File: src/rtl/sd_pkg.sv
`default_nettype none
// ============================================================================
// Module      : sd_pkg
// Description : Shared types and constants for the SD card block datapath
//               (block writer today, block reader state enum later).
// Revision    : 1.0 - initial release
// ============================================================================
package sd_pkg;

   // Bytes in one SD data block; fixed by the card protocol.
   localparam int SD_BLOCK_BYTES = 512;

   // Width of the per-block byte counter; must hold SD_BLOCK_BYTES itself.
   localparam int SD_BYTE_CNT_W = 10;

   // Block writer sequencing states.
   typedef enum logic [2:0] {
      SD_WR_IDLE       = 3'd0,
      SD_WR_WAIT_READY = 3'd1,
      SD_WR_ISSUE      = 3'd2,
      SD_WR_STREAM     = 3'd3,
      SD_WR_DRAIN      = 3'd4
   } sd_wr_state_t;

endpackage
`default_nettype wire

File: src/rtl/sd_byte_fifo.sv
`default_nettype none
// ============================================================================
// Module      : sd_byte_fifo
// Description : Single-clock byte FIFO with show-ahead read data. Pointers
//               carry one extra wrap bit so full and empty are distinguishable
//               without a separate counter. Contents are not reset; emptying
//               the pointers discards them.
// Revision    : 1.0 - initial release
// ============================================================================
module sd_byte_fifo #(
   parameter int DEPTH = 16,
   parameter int WIDTH = 8
) (
   input  logic                     clk,
   input  logic                     rst_n,
   input  logic                     push,
   input  logic [WIDTH-1:0]         wdata,
   input  logic                     pop,
   output logic [WIDTH-1:0]         rdata,
   output logic                     full,
   output logic                     empty,
   output logic [$clog2(DEPTH):0]   count
);

   localparam int AW = $clog2(DEPTH);

   logic [AW:0]      wr_ptr_q;
   logic [AW:0]      wr_ptr_d;
   logic [AW:0]      rd_ptr_q;
   logic [AW:0]      rd_ptr_d;
   logic [WIDTH-1:0] mem_q [DEPTH];
   logic             do_push;
   logic             do_pop;

   // Status flags, qualified handshakes and next pointer values.
   always_comb begin
      empty    = (wr_ptr_q == rd_ptr_q);
      full     = (wr_ptr_q[AW] != rd_ptr_q[AW]) &&
                 (wr_ptr_q[AW-1:0] == rd_ptr_q[AW-1:0]);
      count    = wr_ptr_q - rd_ptr_q;
      rdata    = mem_q[rd_ptr_q[AW-1:0]];
      do_push  = push && !full;
      do_pop   = pop && !empty;
      wr_ptr_d = do_push ? wr_ptr_q + (AW+1)'(1) : wr_ptr_q;
      rd_ptr_d = do_pop  ? rd_ptr_q + (AW+1)'(1) : rd_ptr_q;
   end

   // Pointer registers; reset empties the FIFO.
   always_ff @(posedge clk or negedge rst_n) begin
      if (!rst_n) begin
         wr_ptr_q <= '0;
         rd_ptr_q <= '0;
      end else begin
         wr_ptr_q <= wr_ptr_d;
         rd_ptr_q <= rd_ptr_d;
      end
   end

   // Storage array; written only on an accepted push.
   always_ff @(posedge clk) begin
      if (do_push) begin
         mem_q[wr_ptr_q[AW-1:0]] <= wdata;
      end
   end

endmodule
`default_nettype wire

File: src/rtl/sd_block_writer.sv
`default_nettype none
// ============================================================================
// Module      : sd_block_writer
// Description : Buffers an upstream byte stream and feeds exactly one
//               512-byte block per write_signal to the shared sd_controller
//               through its wr / din / ready_for_next_byte handshake. Pads
//               with PAD_BYTE when the buffer runs dry and flags underrun.
// Revision    : 1.0 - initial release
// ============================================================================
module sd_block_writer
   import sd_pkg::*;
#(
   parameter int         FIFO_DEPTH  = 16,
   parameter logic [7:0] PAD_BYTE    = 8'h00,
   parameter int         BLOCK_BYTES = SD_BLOCK_BYTES
) (
   input  logic        clk_25mhz,
   input  logic        rst_n,
   input  logic        write_signal,
   input  logic [31:0] address,
   input  logic [7:0]  in_data,
   input  logic        in_valid,
   output logic        in_ready,
   input  logic        sd_ready,
   input  logic        sd_ready_for_next_byte,
   output logic        sd_wr,
   output logic [7:0]  sd_din,
   output logic [31:0] sd_address,
   output logic        busy,
   output logic        done,
   output logic        underrun
);

   localparam int                      FIFO_AW   = $clog2(FIFO_DEPTH);
   localparam logic [SD_BYTE_CNT_W-1:0] BLOCK_CNT = SD_BYTE_CNT_W'(BLOCK_BYTES);
   localparam logic [SD_BYTE_CNT_W-1:0] LAST_IDX  = SD_BYTE_CNT_W'(BLOCK_BYTES - 1);

   // ---------------------------------------------------------------------
   // Byte buffer
   // ---------------------------------------------------------------------
   logic [7:0]       fifo_rdata;
   logic             fifo_full;
   logic             fifo_empty;
   logic [FIFO_AW:0] fifo_count;
   logic             fifo_pop;
   logic             fifo_has_byte;

   sd_byte_fifo #(
      .DEPTH (FIFO_DEPTH),
      .WIDTH (8)
   ) u_fifo (
      .clk   (clk_25mhz),
      .rst_n (rst_n),
      .push  (in_valid),
      .wdata (in_data),
      .pop   (fifo_pop),
      .rdata (fifo_rdata),
      .full  (fifo_full),
      .empty (fifo_empty),
      .count (fifo_count)
   );

   // ---------------------------------------------------------------------
   // Sequencer state
   // ---------------------------------------------------------------------
   sd_wr_state_t             state_q,      state_d;
   logic [SD_BYTE_CNT_W-1:0] byte_count_q, byte_count_d;
   logic [7:0]               sd_din_q,     sd_din_d;
   logic [31:0]              sd_address_q, sd_address_d;
   logic                     sd_wr_q,      sd_wr_d;
   logic                     busy_q,       busy_d;
   logic                     done_q,       done_d;
   logic                     underrun_q,   underrun_d;
   logic                     rfnb_prev_q,  rfnb_prev_d;
   logic                     low_seen_q,   low_seen_d;
   logic                     rfnb_rise;
   logic                     load_next;

   // Next-state, byte fetch and output decode for the block sequencer.
   always_comb begin
      state_d       = state_q;
      byte_count_d  = byte_count_q;
      sd_din_d      = sd_din_q;
      sd_address_d  = sd_address_q;
      underrun_d    = underrun_q;
      low_seen_d    = low_seen_q;
      done_d        = 1'b0;
      load_next     = 1'b0;
      fifo_pop      = 1'b0;
      rfnb_prev_d   = sd_ready_for_next_byte;
      rfnb_rise     = sd_ready_for_next_byte && !rfnb_prev_q;
      // The count check mirrors empty; both come from the same pointers.
      fifo_has_byte = !fifo_empty && (fifo_count != '0);

      unique case (state_q)
         SD_WR_IDLE: begin
            if (write_signal) begin
               sd_address_d = address;
               byte_count_d = '0;
               underrun_d   = 1'b0;
               low_seen_d   = 1'b0;
               state_d      = SD_WR_WAIT_READY;
            end
         end

         SD_WR_WAIT_READY: begin
            // Present the first byte before the command so it is stable
            // when the controller first asks for data.
            if (sd_ready) begin
               load_next = 1'b1;
               state_d   = SD_WR_ISSUE;
            end
         end

         SD_WR_ISSUE: begin
            state_d = SD_WR_STREAM;
         end

         SD_WR_STREAM: begin
            // Each request edge consumes the byte currently on sd_din.
            if (rfnb_rise) begin
               byte_count_d = (byte_count_q >= BLOCK_CNT) ?
                              BLOCK_CNT : byte_count_q + SD_BYTE_CNT_W'(1);
               if (byte_count_q < LAST_IDX) begin
                  load_next = 1'b1;
               end else begin
                  state_d = SD_WR_DRAIN;
               end
            end
         end

         SD_WR_DRAIN: begin
            // Controller drops ready while it finishes CRC and response,
            // then raises it again; done is the final DRAIN cycle.
            if (!sd_ready) begin
               low_seen_d = 1'b1;
            end
            if (done_q) begin
               state_d = SD_WR_IDLE;
            end else if (low_seen_q && sd_ready) begin
               done_d = 1'b1;
            end
         end

         default: begin
            state_d = SD_WR_IDLE;
         end
      endcase

      // Fetch the next byte for the controller; an empty buffer yields the
      // pad byte and marks the block as underrun.
      if (load_next) begin
         if (fifo_has_byte) begin
            sd_din_d = fifo_rdata;
            fifo_pop = 1'b1;
         end else begin
            sd_din_d   = PAD_BYTE;
            underrun_d = 1'b1;
         end
      end

      sd_wr_d = (state_d == SD_WR_ISSUE);
      busy_d  = (state_d != SD_WR_IDLE);
   end

   // Sequencer and output registers; reset clears everything at once.
   always_ff @(posedge clk_25mhz or negedge rst_n) begin
      if (!rst_n) begin
         state_q      <= SD_WR_IDLE;
         byte_count_q <= '0;
         sd_din_q     <= 8'h00;
         sd_address_q <= 32'h0;
         sd_wr_q      <= 1'b0;
         busy_q       <= 1'b0;
         done_q       <= 1'b0;
         underrun_q   <= 1'b0;
         rfnb_prev_q  <= 1'b0;
         low_seen_q   <= 1'b0;
      end else begin
         state_q      <= state_d;
         byte_count_q <= byte_count_d;
         sd_din_q     <= sd_din_d;
         sd_address_q <= sd_address_d;
         sd_wr_q      <= sd_wr_d;
         busy_q       <= busy_d;
         done_q       <= done_d;
         underrun_q   <= underrun_d;
         rfnb_prev_q  <= rfnb_prev_d;
         low_seen_q   <= low_seen_d;
      end
   end

   // Port drive straight from registers.
   always_comb begin
      in_ready   = !fifo_full;
      sd_wr      = sd_wr_q;
      sd_din     = sd_din_q;
      sd_address = sd_address_q;
      busy       = busy_q;
      done       = done_q;
      underrun   = underrun_q;
   end

endmodule
`default_nettype wire

File: config.mk
export PLATFORM = sky130hd
export DESIGN_NAME = sd_block_writer
export DESIGN_NICKNAME = d
export VERILOG_FILES = /design/src/rtl/sd_pkg.sv /design/src/rtl/sd_byte_fifo.sv /design/src/rtl/sd_block_writer.sv
export SDC_FILE = /design/constraint.sdc
export NUM_CORES = 1
export LEC_CHECK = 0
export ABC_AREA = 1
export CAP_MARGIN = 20
export CORE_ASPECT_RATIO = 2
export CORE_MARGIN = 2
export CORE_UTILIZATION = 40
export CTS_BUF_LIST = sky130_fd_sc_hd__clkbuf_2 sky130_fd_sc_hd__clkbuf_4 sky130_fd_sc_hd__clkbuf_8
export CTS_CLUSTER_DIAMETER = 150
export DETAILED_ROUTE_END_ITERATION = 8
export SLEW_MARGIN = 20
export SYNTH_ARGS = -nofsm -noshare
export SYNTH_HDL_FRONTEND = slang
export SYNTH_HIERARCHICAL = 1
export SYNTH_SLANG_ARGS = --single-unit
File: constraint.sdc
create_clock -name clk_25mhz -period 2.2 [get_ports clk_25mhz]
set_input_delay 0.44 -clock clk_25mhz [delete_from_list [all_inputs] [get_ports clk_25mhz]]
set_output_delay 0.44 -clock clk_25mhz [all_outputs]
set_load 0.02 [all_outputs]
==> summary.md <==
| Metric | Value |
|---|---|
| Die area | `23,600 sq um` |
| GRT overflow | `0` |
| Max-Slew Margin vs Limit | `55.7%` |
| Crit-path cells | `inv_2 -> ha_4 -> nand2_4 -> nor2_4 -> nand2_2 -> inv_2 -> inv_1 -> buf_6` |
| CP Launch Point | `u_fifo/rd_ptr_q[1]` |
| DR top layer | `met4` |
| Critical path depth | `8` |
| Mapped Area | `8930 sq um` |
| Htree depth | `4` |
| Aggregate routed wire length | `21.6 mm` |
| Req. time, crit path | `1.76 ns` |
| Worst slew pin tran | `0.663 ns` |
| Worst skew pair latency | `0.49 ns` |
| RSZ-0062 raised after global routing | `true` |
| Flop-to-flop setup slack | `0.10 ns` |
| Outcome | `finished, final reports clean` |
| Max stage delay on crit path | `0.40 ns` |
| PortBufs | `90` |
| Worst min path class | `primary input to flop` |
| Starting Density | `40.5%` |
| Endpoints failing setup | `0` |
| FF/Latch Area | `5570 sq um` |
| CP Data Arrival Time | `1.69 ns` |
| Startpoint Class | `flop` |
| Post-Syn Instances | `949` |
| Pwr per Cell Area | `1270 nW/um^2` |
| Worst path slowest cell | `dfrtp_1` |
| Worst Skew | `0.0142 ns` |
| Die height | `215 microns` |
| Area after DPL | `10,300 sq um` |
| Io pins | `91` |
| Worst setup endpoint | `in_ready` |
| Via Count | `6,488` |
| Commonest non-fill, non-tap cell in the layout | `nand2_1` |
| Fmax | `470 MHz` |
| Mapped Nets | `1,007` |
| TritonRoute pass-1 iters | `5` |
| Final Cycle Share | `96.7%` |
| Crit end category | `output port` |
| Row count | `77` |
| Synth warnings | `6` |
| Sequential area share after synthesis | `62.4%` |
| Reg2Reg Depth | `16` |
| Core ar. | `22,100 sq um` |
| Routed Antenna Nets | `0` |
| Yosys cell types | `36` |
| Drt initial violations | `266` |
| Post-route design area | `11,000 sq um` |
| Largest net degree at the start of global routing | `68` |
| Dpl hpwl | `14.8 mm` |
| All-Layer GR Usage | `19.0%` |
| WP buf/inv | `4` |
| Gate family responsible for the most delay along the worst path | `flip-flops` |
| Die X | `110 microns` |
| Wl on met1 | `7.53 mm` |
| Pins over their slew limit | `0` |
| Final Critical Period | `2.13 ns` |
| Syn-to-layout area delta | `22.7%` |
| Layout cell share with drive strength beyond 1 | `14.6%` |
| First-pass GRT wire length | `33.2 mm` |
| RR Startpoint | `u_fifo/wr_ptr_q[0]` |
| Design Power | `0.0139 W` |
| # fillers | `2,012` |
| Most used cell, CP | `inv_2` |
| Synth Register Bits | `197` |
| DR WL met3 | `948 microns` |
| Drt drc | `0` |
| Initial antenna violation count | `0` |
| Worst setup path class | `flop to output port` |
| Area of the multi-input gates | `2650 sq um` |
| Reg-to-Reg End | `u_fifo/rd_ptr_q[4]` |
| Avg Cell Area, Syn | `9.41 sq um` |
| Met2 routed WL | `12.4 mm` |
| Most frequent cells in the layout | `nand2_1, edfxtp_1, inv_1` |
| CTS tree | `yes` |
| Wire per inst | `15.8 microns` |
| Crit-path max FO | `3` |
| Num Clock Sinks | `197` |
| CTS clk-pin slew, worst paths | `0.10 ns` |
| Layout Nets | `1,138` |
| Vias in the first global route | `6,357` |
| Max Cap Viol | `0` |
| Pleak | `4.95 nW` |
| Fin. Hold Viols | `0` |
| Peak supply drop | `0.672 mV` |
| Final GP Congestion | `0.832` |
| Max Buffers Root-to-Sink | `2` |
| CTS root buf | `clkbuf_8` |
| Pre-CTS setup slack | `0.0577 ns` |
| CTS Buf Count | `17` |
| Diode count | `0` |
| Worst setup margin | `0.0717 ns` |
| Setup TNS | `0 ns` |
| Vias per cell | `4.74` |
sequential cells by signal, summed over array words and instances, names as in the netlist:
register,flops
u_fifo/mem_q,128
sd_address,32
byte_count_q,10
sd_din,8
u_fifo/rd_ptr_q,5
u_fifo/wr_ptr_q,5
state_q,3
busy,1
done,1
low_seen_q,1
rfnb_prev_q,1
sd_wr,1
underrun,1
where the power goes:
part	leakage [nW]	internal [W]	switching, W
sequential	2.03	0.00467	0.000408
combinational	2.72	0.00257	0.00389
clock	0.199	0.00107	0.00131
worst min-delay path by stage:
stage	slack [ns]	depth (start not counted)	end	from
final	0.41	1	rfnb_prev_q	sd_ready_for_next_byte
after global routing	0.39	1	rfnb_prev_q	sd_ready_for_next_byte
after CTS	0.37	1	rfnb_prev_q	sd_ready_for_next_byte
after detailed placement	0.46	1	state_q[1]	rst_n
after global placement	0.45	1	state_q[1]	rst_n
after floorplan	0.14	0	busy	rst_n
per-layer routing:
metal | vias to the layer above | global-route usage [%]
met3 | 36 | 4.49
met5 | - | 0
li1 | 3220 | -
met2 | 155 | 36.2
met4 | 0 | 7.26
met1 | 3077 | 19.1
logic make-up (layout without fill, tap and decap cells):
| logic type | count (synthesis) | count (layout) | share of synthesized area [%] |
|---|---|---|---|
| compound gates | 31 | 31 | 2.00 |
| xor+xnor | 14 | 14 | 1.37 |
| fa+ha+maj | 12 | 12 | 1.76 |
| buf+inv | 190 | 334 | 8.98 |
| flops | 197 | 197 | 62.4 |
| simple gates | 505 | 505 | 23.5 |
final cells by class:
| type | count | area share [%] |
|---|---|---|
| inverters | 158 | 5.51 |
| clock buffers | 19 | 2.33 |
| clock inverters | 13 | 1.35 |
| flip-flops and latches | 197 | 50.8 |
| repair buffers | 144 | 12.6 |
| well taps | 276 | 3.15 |
| multi-input cells | 562 | 24.2 |
timing repair:
action,CTS,global route
pin swaps,0,12
hold endpoints to repair,20,0
hold buffers,1,0
buffers inserted,4,4
cloned,0,2
endpoints found under the setup margin,1,18
gates resized for setup,9,20
per-stage QoR:
stage | std cells | utilization (%) | hold WS, ns
detailed placement | 1326 | 46.9 | 0.458
CTS | 1363 | 49.1 | 0.370
global placement | 1326 | 46.9 | 0.449
global route | 1369 | 49.7 | 0.387
finish | 1369 | 49.7 | 0.410
floorplan | 949 | - | 0.144
synthesized netlist by cell type, drive strengths merged:
library cell / number / share of area (%)
buf: 28 / 2.1
nand4: 1 / 0.070
xnor2: 5 / 0.49
nor2: 34 / 1.6
clkbuf: 4 / 0.17
nor3: 8 / 0.50
inv: 135 / 5.7
clkinv: 23 / 0.99
nand2: 364 / 16
or2: 1 / 0.070
and2: 1 / 0.070
nand3: 96 / 5.6
edfxtp: 128 / 43
o21ai: 21 / 1.4
fa: 1 / 0.22
a21oi: 8 / 0.45
dfrtp: 69 / 19
ha: 11 / 1.5
o21a: 1 / 0.084
xor2: 9 / 0.88
a21o: 1 / 0.084
worst register-to-register path, delay by kind of cell (launching register included):
kind	cells	cell delay, ns
DFF	1	0.39
buffers and inverters	5	0.27
AOI/OAI and AO/OA	1	0.15
and+or+nand+nor	7	0.51
xor gates and xnor gates	1	0.14
adders and majority gates	2	0.51
Power figures use the tool's default switching activity.
